File: config.mk
export PLATFORM = sky130hd
export DESIGN_NAME = uart_frame_decoder_flat
export DESIGN_NICKNAME = d
export VERILOG_FILES = /design/src/rtl/uart_pkg.sv /design/src/rtl/uart_frame_decoder_if.sv /design/src/rtl/uart_frame_decoder.sv /design/src/flat_wrapper.sv
export SDC_FILE = /design/constraint.sdc
export NUM_CORES = 1
export LEC_CHECK = 0
export ABC_AREA = 1
export CAP_MARGIN = 20
export CORE_ASPECT_RATIO = 0.5
export CORE_MARGIN = 3
export CORE_UTILIZATION = 40
export DETAILED_ROUTE_END_ITERATION = 16
export REMOVE_ABC_BUFFERS = 1
export SLEW_MARGIN = 20
export SYNTH_ARGS = -nofsm -noshare
export SYNTH_HDL_FRONTEND = slang
export SYNTH_SLANG_ARGS = --single-unit
File: constraint.sdc
create_clock -name clk -period 2.4 [get_ports clk]
set_clock_uncertainty 0.1 [all_clocks]
set_input_delay 0.48 -clock clk [delete_from_list [all_inputs] [get_ports clk]]
set_output_delay 0.48 -clock clk [all_outputs]
set_load 0.05 [all_outputs]
File: src/rtl/uart_pkg.sv
// Shared constants for the UART frame decoder: SOF marker, error codes and FSM state encoding.
package uart_pkg;

  localparam logic [7:0] SOF_BYTE = 8'hA5;

  localparam logic [1:0] ERR_NONE    = 2'b00;
  localparam logic [1:0] ERR_LEN     = 2'b01;
  localparam logic [1:0] ERR_CHK     = 2'b10;
  localparam logic [1:0] ERR_TIMEOUT = 2'b11;

  localparam logic [1:0] WAIT_SOF = 2'd0;
  localparam logic [1:0] GET_LEN  = 2'd1;
  localparam logic [1:0] PAYLOAD  = 2'd2;
  localparam logic [1:0] GET_CHK  = 2'd3;

endpackage

File: src/rtl/uart_frame_decoder_if.sv
// Byte-in / payload-and-status-out bundle of the UART frame decoder.
// master: byte source and result sink; slave: the decoder itself.
interface uart_frame_decoder_if;

  logic [7:0] din;
  logic       din_valid;
  logic [7:0] pl_data;
  logic       pl_valid;
  logic       pl_first;
  logic       pl_last;
  logic       frame_done;
  logic       frame_ok;
  logic [1:0] err_code;

  modport master (
    output din, din_valid,
    input  pl_data, pl_valid, pl_first, pl_last, frame_done, frame_ok, err_code
  );

  modport slave (
    input  din, din_valid,
    output pl_data, pl_valid, pl_first, pl_last, frame_done, frame_ok, err_code
  );

endinterface

File: src/rtl/uart_frame_decoder.sv
// Frame decoder: SOF(0xA5), LEN, LEN payload bytes, CHK (8-bit sum of LEN and payload).
// Payload bytes are streamed as they arrive; a status strobe closes every frame.
// Optional inter-byte timeout abort is built when UART_FRAME_TIMEOUT_EN is defined.
module uart_frame_decoder
  import uart_pkg::*;
#(
  parameter int unsigned MAX_LEN      = 16,
  parameter int unsigned TIMEOUT_CLKS = 8680
) (
  input  logic                 clk,
  input  logic                 rst,
  uart_frame_decoder_if.slave  bus
);

  // Catch illegal configurations at elaboration time.
  if (MAX_LEN < 1 || MAX_LEN > 255 || TIMEOUT_CLKS < 1) begin : g_param_err
    $error("uart_frame_decoder: MAX_LEN must be 1..255 and TIMEOUT_CLKS nonzero");
  end

  logic [1:0] state_q, state_d;
  logic [7:0] len_q, len_d;
  logic [7:0] cnt_q, cnt_d;
  logic [7:0] sum_q, sum_d;

  logic [7:0] pl_data_q, pl_data_d;
  logic       pl_valid_q, pl_valid_d;
  logic       pl_first_q, pl_first_d;
  logic       pl_last_q, pl_last_d;
  logic       frame_done_q, frame_done_d;
  logic       frame_ok_q, frame_ok_d;
  logic [1:0] err_code_q, err_code_d;

`ifdef UART_FRAME_TIMEOUT_EN
  localparam int unsigned TmoW = $clog2(TIMEOUT_CLKS + 1);
  logic [TmoW-1:0] tmo_q, tmo_d;
  logic            tmo_expired;

  // A byte arriving in the expiry cycle takes priority over the abort.
  assign tmo_expired = (state_q != WAIT_SOF) && !bus.din_valid &&
                       (tmo_q == TmoW'(TIMEOUT_CLKS));

  // Idle counter: cleared by every byte and whenever no frame is open.
  always_comb begin
    tmo_d = tmo_q + TmoW'(1);
    if (bus.din_valid || state_q == WAIT_SOF || tmo_expired) begin
      tmo_d = '0;
    end
  end

  // Timeout counter register.
  always_ff @(posedge clk) begin
    if (rst) tmo_q <= '0;
    else     tmo_q <= tmo_d;
  end
`else
  logic tmo_expired;
  assign tmo_expired = 1'b0;
`endif

  // Next-state, checksum, counter and output decode.
  always_comb begin
    state_d      = state_q;
    len_d        = len_q;
    cnt_d        = cnt_q;
    sum_d        = sum_q;
    pl_data_d    = pl_data_q;
    pl_valid_d   = 1'b0;
    pl_first_d   = pl_first_q;
    pl_last_d    = pl_last_q;
    frame_done_d = 1'b0;
    frame_ok_d   = frame_ok_q;
    err_code_d   = err_code_q;

    if (bus.din_valid) begin
      case (state_q)
        WAIT_SOF: begin
          if (bus.din == SOF_BYTE) state_d = GET_LEN;
        end
        GET_LEN: begin
          if (bus.din == 8'd0 || bus.din > 8'(MAX_LEN)) begin
            frame_done_d = 1'b1;
            frame_ok_d   = 1'b0;
            err_code_d   = ERR_LEN;
            state_d      = WAIT_SOF;
          end else begin
            len_d   = bus.din;
            sum_d   = bus.din;
            cnt_d   = 8'd0;
            state_d = PAYLOAD;
          end
        end
        PAYLOAD: begin
          pl_valid_d = 1'b1;
          pl_data_d  = bus.din;
          pl_first_d = (cnt_q == 8'd0);
          pl_last_d  = (cnt_q + 8'd1 == len_q);
          sum_d      = sum_q + bus.din;
          cnt_d      = cnt_q + 8'd1;
          if (cnt_q + 8'd1 == len_q) state_d = GET_CHK;
        end
        default: begin
          frame_done_d = 1'b1;
          frame_ok_d   = (bus.din == sum_q);
          err_code_d   = (bus.din == sum_q) ? ERR_NONE : ERR_CHK;
          state_d      = WAIT_SOF;
        end
      endcase
    end else if (tmo_expired) begin
      frame_done_d = 1'b1;
      frame_ok_d   = 1'b0;
      err_code_d   = ERR_TIMEOUT;
      state_d      = WAIT_SOF;
    end
  end

  // State and registered outputs; reset abandons any open frame silently.
  always_ff @(posedge clk) begin
    if (rst) begin
      state_q      <= WAIT_SOF;
      len_q        <= '0;
      cnt_q        <= '0;
      sum_q        <= '0;
      pl_data_q    <= '0;
      pl_valid_q   <= 1'b0;
      pl_first_q   <= 1'b0;
      pl_last_q    <= 1'b0;
      frame_done_q <= 1'b0;
      frame_ok_q   <= 1'b0;
      err_code_q   <= '0;
    end else begin
      state_q      <= state_d;
      len_q        <= len_d;
      cnt_q        <= cnt_d;
      sum_q        <= sum_d;
      pl_data_q    <= pl_data_d;
      pl_valid_q   <= pl_valid_d;
      pl_first_q   <= pl_first_d;
      pl_last_q    <= pl_last_d;
      frame_done_q <= frame_done_d;
      frame_ok_q   <= frame_ok_d;
      err_code_q   <= err_code_d;
    end
  end

  assign bus.pl_data    = pl_data_q;
  assign bus.pl_valid   = pl_valid_q;
  assign bus.pl_first   = pl_first_q;
  assign bus.pl_last    = pl_last_q;
  assign bus.frame_done = frame_done_q;
  assign bus.frame_ok   = frame_ok_q;
  assign bus.err_code   = err_code_q;

endmodule

File: src/flat_wrapper.sv
// flat-port wrapper written by rule: the top's interface ports become plain ports
module uart_frame_decoder_flat import uart_pkg::*;
#(
  parameter int unsigned MAX_LEN      = 16,
  parameter int unsigned TIMEOUT_CLKS = 8680
)
  (clk, rst, bus_din, bus_din_valid, bus_pl_data, bus_pl_valid, bus_pl_first, bus_pl_last, bus_frame_done, bus_frame_ok, bus_err_code);
  uart_frame_decoder_if bus_i ();
  input  logic clk;
  input  logic rst;
  input wire logic [$bits(bus_i.din)-1:0] bus_din;
  input wire logic [$bits(bus_i.din_valid)-1:0] bus_din_valid;
  output wire logic [$bits(bus_i.pl_data)-1:0] bus_pl_data;
  output wire logic [$bits(bus_i.pl_valid)-1:0] bus_pl_valid;
  output wire logic [$bits(bus_i.pl_first)-1:0] bus_pl_first;
  output wire logic [$bits(bus_i.pl_last)-1:0] bus_pl_last;
  output wire logic [$bits(bus_i.frame_done)-1:0] bus_frame_done;
  output wire logic [$bits(bus_i.frame_ok)-1:0] bus_frame_ok;
  output wire logic [$bits(bus_i.err_code)-1:0] bus_err_code;
  assign bus_i.din = bus_din;
  assign bus_i.din_valid = bus_din_valid;
  assign bus_pl_data = bus_i.pl_data;
  assign bus_pl_valid = bus_i.pl_valid;
  assign bus_pl_first = bus_i.pl_first;
  assign bus_pl_last = bus_i.pl_last;
  assign bus_frame_done = bus_i.frame_done;
  assign bus_frame_ok = bus_i.frame_ok;
  assign bus_err_code = bus_i.err_code;
  uart_frame_decoder #(.MAX_LEN(MAX_LEN), .TIMEOUT_CLKS(TIMEOUT_CLKS)) u_core (.clk(clk), .rst(rst), .bus(bus_i));
endmodule
---- Word-level counts from Yosys, hierarchy flattened ----
Cells that the tools add are included.
word-level totals
  register bits after elaboration ......... 41
  bits in latches ......................... 0
  bits in writable memories ............... 0
  bits in read-only memories .............. 0
  output and inout port bits .............. 15
  memories ................................ 0
operators by class
  add/subtract/negate cells ............... 2
  multipliers ............................. 0
  divide/modulo/power cells ............... 0
  $lt $le $gt $ge ......................... 1
  equal/unequal tests ..................... 9
  shift operators ......................... 0
  muxes and demuxes ....................... 16
  bitwise logic cells ..................... 3
  reduce and logical (&&, ||, !) cells .... 12
operator list
  cell                                                 number
  case mux 8 bit (2 select lines)                      2
  == test 8 bit                                        2
  logical NOT 8 bit                                    2
  2-to-1 mux 8 bit                                     2
  AND reduction 3 bit                                  4
  2-to-1 mux 2 bit                                     5
  adder 8 x 1 -> 8 bit (second input constant)         1
  adder 8 bit                                          1
  == test 8 bit (second input constant)                1
  > comparator 8 x 5 -> 1 bit (second input constant)  1
  != test 2 x 1 -> 1 bit (second input constant)       3
  case mux 2 bit (3 select lines)                      1
  case mux 1 bit (2 select lines)                      2
  case mux 2 bit (2 select lines)                      1
  OR reduction 2 bit                                   2
  2-to-1 mux 1 bit                                     3
  NOT 1 bit                                            3
  == test 2 x 1 -> 1 bit (second input constant)       1
  == test 2 bit (second input constant)                1
  logical NOT 2 bit                                    1
  != test 2 bit (second input constant)                1
  AND reduction 2 bit                                  1
  nonzero test 2 bit                                   1
  logical OR 1 bit                                     1

---- Logic depth before layout (Yosys ltp) ----
  word-level depth ........................ 4
  depth in mapped cells ................... 11
  depth with buffers taken out ............ 11

---- Worst setup path before layout ----
No wires, ideal clock.
  kind .................................... in2reg
  start point ............................. in bus_din[0]
  end point ............................... reg u_core.sum_q[4]
  library setup time ...................... 0.070 ns
  arrival time ............................ 1.570 ns
  path slack .............................. 0.661 ns
  stages on the path ...................... 9
  buffers on the path ..................... 0
  cell sequence ........................... ha_1 inv_1 fa_1 inv_1 nand3_1 nand3_1 xor2_1 o21ai_0 a21oi_1
between the ends
  longest elaborated chain between the ends .. 4
  elaborated cells on any way between the ends .. 7
  those cells by class .................... add/sub: 1; order compare: 1; eq/ne: 1; mux: 1; reduce/logical: 3
RTL lines
  item                                                              line                       text
  start: declaration                                                flat_wrapper.sv:11         input wire logic [$bits(bus_i.din)-1:0] bus_din;
  > comparator 8 x 5 -> 1 bit or logical NOT 8 bit (tied branches)  uart_frame_decoder.sv:80   if (bus.din == 8'd0 || bus.din > 8'(MAX_LEN)) begin
  logical OR 1 bit                                                  uart_frame_decoder.sv:80
  != test 2 bit (no line)                                           -
  AND reduction 3 bit (no line)                                     -
  end signal: assignment                                            uart_frame_decoder.sv:134  sum_q <= sum_d;
  end: declaration                                                  uart_frame_decoder.sv:23   logic [7:0] sum_q, sum_d;
Parallel ways exist; a longest one is shown, timed or not.
A chain may end at the register's enable or synchronous reset.

---- Worst setup path after layout ----
Ends and elaborated chain as after synthesis.

==> results.ini <==
[timing]
fin_setup_tns_ns = 0
relSlewSlack = 0.665
slew_viol_final = 0
post-route-min-period_ns = 2.08
period_share = 0.865
rsz0062_at_grt = no
max_freq_mhz = 482
timing_hold_violations_final = 0
worst_pin_slew_ns = 0.501
setup_violations = 0

[worst_setup_path]
cp_data_arrival_time_ns = 2.19
crit_type = input pin to flop
startpoint_type = input pin
reg2regPathDepth = 9
cp_max_fo = 4
required_ns = 2.52
critPathCaptureType = flop

[clocking]
clock_latency_ns = 0.29
ctsRootBufferMaster = clkbuf_16
numCtsBuffers = 5
cts_sinks = 41
cts.reportedPaths.clkPinSlew_ns = 0.06
cts_tree = done
postCtsResizedCells = 0
h-tree-depth = 2
cts_setup_buffers = 0
cts-hold-fix-buffers = 0
clock_path_buffers = 2

[global_routing]
grt_pass1_vias = 2072
grt_pass1_wl_um = 9570
grt_overflow_total = 0
grt_usage = 0.182
grt_max_degree = 29
antenna_found_initial = 0

[logic_synthesis]
netlist_area_mm2 = 0.00229
avgSynthCellArea_um2 = 7.04
yosys_register_bits = 41
yosys_warnings = 0
synth.distinct_cells = 33
syn_inst = 326
ys_seq_area_frac = 0.358

[floorplanning]
fp-row-count = 18
ios = 26
die_area_mm2 = 0.00674
core_mm2 = 0.00523
fp.dieH_um = 59.6
start_util = 0.439
die_w_um = 113

[cells_and_area]
antenna_cells = 0
seq_area_um2 = 821
nNetsFinal = 380
syn_to_final_growth_pct = 22.2
n_fill_cell = 511
fin_cells = 429
multi_input_area_mm2 = 0.00124
drive_gt1_frac = 0.0947

[power_and_ir_drop]
power.density_mw_per_mm2 = 511
p_leak_nw = 1.20
vdd_ir_drop_max_uv = 256

[hold_path]
hold_depth = 2
hold_path.class = flop to flop

[status]
outcome = completed

[routing]
viasPerCell = 5.11
ant_nets = 0
wl_met2_um = 2550
drtPass1Iterations = 5
wl_met3_um = 183
drc = 0
drt-initial-drc-count = 145
routed.top_layer = met4
wl_um = 5700
routedWlPerCell_um = 13.3
vias = 2191
wl_met1_um = 2910

[placement]
gp_congestion = 0.897
dp_hpwl_um = 4260
dpl.cell_count = 422
io_buffers = 25

[run]
maxCapViolations = 0

[cell usage after synthesis]
library cell / n / share of area
buf_4: 2 / 0.0065
nor4_1: 1 / 0.0027
o21ai_0: 31 / 0.068
nand3b_1: 2 / 0.0065
a21boi_0: 1 / 0.0033
nor3_1: 3 / 0.0065
o31ai_2: 1 / 0.0055
buf_6: 2 / 0.0098
a21oi_1: 30 / 0.065
clkbuf_1: 2 / 0.0033
o21bai_1: 2 / 0.0065
xnor3_1: 1 / 0.0098
nand2_1: 60 / 0.098
ha_1: 9 / 0.049
nor3b_2: 1 / 0.0055
o21ai_1: 3 / 0.0065
nand2_4: 1 / 0.0049
o211ai_1: 1 / 0.0033
nand3_2: 2 / 0.0087
nand4_2: 1 / 0.0055
xor2_1: 4 / 0.015
nor2_1: 35 / 0.057
nand4_1: 7 / 0.019
inv_2: 5 / 0.0082
nor2_4: 3 / 0.015
fa_1: 1 / 0.0087
dfxtp_1: 41 / 0.36
inv_1: 37 / 0.061
nand3_1: 30 / 0.065
nand2_2: 1 / 0.0027
buf_2: 4 / 0.0087
nor2_2: 1 / 0.0027
clkinv_4: 1 / 0.0038
[per-layer routing]
metal,track usage,vias to the layer above
met5,0,-
met4,0.0651,0
met3,0.0428,5
met2,0.289,35
met1,0.246,1015
li1,-,1136
[cell families (layout without fill, tap and decap cells)]
group	count (synthesis)	count (layout)	share of synthesized area
flops	41	41	0.358
fa+ha+maj	10	10	0.0578
compound gates	69	69	0.158
buf+inv	53	86	0.101
xor+xnor	5	5	0.0251
simple gates	148	148	0.300
[registers in the layout, summed over array words and instances, names as in the netlist]
signal	count
u_core.bus.pl_data	8
u_core.cnt_q	8
u_core.len_q	8
u_core.sum_q	8
u_core.bus.err_code	2
u_core.state_q	2
u_core.bus.frame_done	1
u_core.bus.frame_ok	1
u_core.bus.pl_first	1
u_core.bus.pl_last	1
u_core.bus.pl_valid	1
[final cells by class]
type,count,share of cell area
repair buffers,36,0.123
flip-flops and latches,41,0.293
well taps,70,0.0312
inverters,43,0.0593
multi-input cells,232,0.443
clock buffers,7,0.0508
[worst max-delay path: stages]
cell and delay, ns:
clkdlybuf4s50_1 0.48, ha_1 0.17, inv_1 0.05, fa_1 0.35, inv_1 0.11, nand3_1 0.09, nand3_1 0.10, xor2_1 0.14
o21ai_0 0.08, a21oi_1 0.15
[report_power, final]
group | total, mW | leakage, nW | internal (mW) | switching, mW
clock network | 0.668 | 0.0700 | 0.408 | 0.260
logic | 0.0847 | 0.804 | 0.0359 | 0.0488
registers | 0.681 | 0.330 | 0.681 | 0.0000754
[layout by cell type, fill, tap and decap left out, types with 2 or more instances in the layout]
master	Yosys	routed
buf_4	2	10
nand4_1	7	7
clkdlybuf4s50_1	0	25
nor2_1	35	35
o21ai_0	31	31
xor2_1	4	4
nand3b_1	2	2
inv_1	37	37
clkbuf_16	0	5
nor2_4	3	3
dfxtp_1	41	41
inv_2	5	5
nand3_2	2	2
nand2_1	60	60
ha_1	9	9
nor3_1	3	3
o21bai_1	2	2
nand3_1	30	30
a21oi_1	30	30
o21ai_1	3	3
[final timing paths]
kind / start / end / slack (ns)
max: bus_din[0] / u_core.sum_q[4] / 0.32
min: u_core.len_q[7] / u_core.len_q[7] / 0.35
max reg2reg: u_core.cnt_q[0] / u_core.state_q[0] / 0.59
min reg2reg: u_core.len_q[7] / u_core.len_q[7] / 0.35
[stage by stage]
stage / power (mW) / util / cell area [µm²] / hold WS, ns / setup slack [ns]
3_3_place_gp: 0.780 / 0.510 / 2660 / 0.337 / 0.0827
6_report: 1.43 / 0.537 / 2810 / 0.348 / 0.324
4_1_cts: 1.45 / 0.537 / 2810 / 0.347 / 0.323
2_1_floorplan: 0.731 / - / 2230 / 0.320 / 0.658
3_5_place_dp: 0.780 / 0.510 / 2660 / 0.339 / 0.0104
5_1_grt: 1.48 / 0.537 / 2810 / 0.390 / 0.239
No activity file was read; power rests on OpenSTA's default activity.
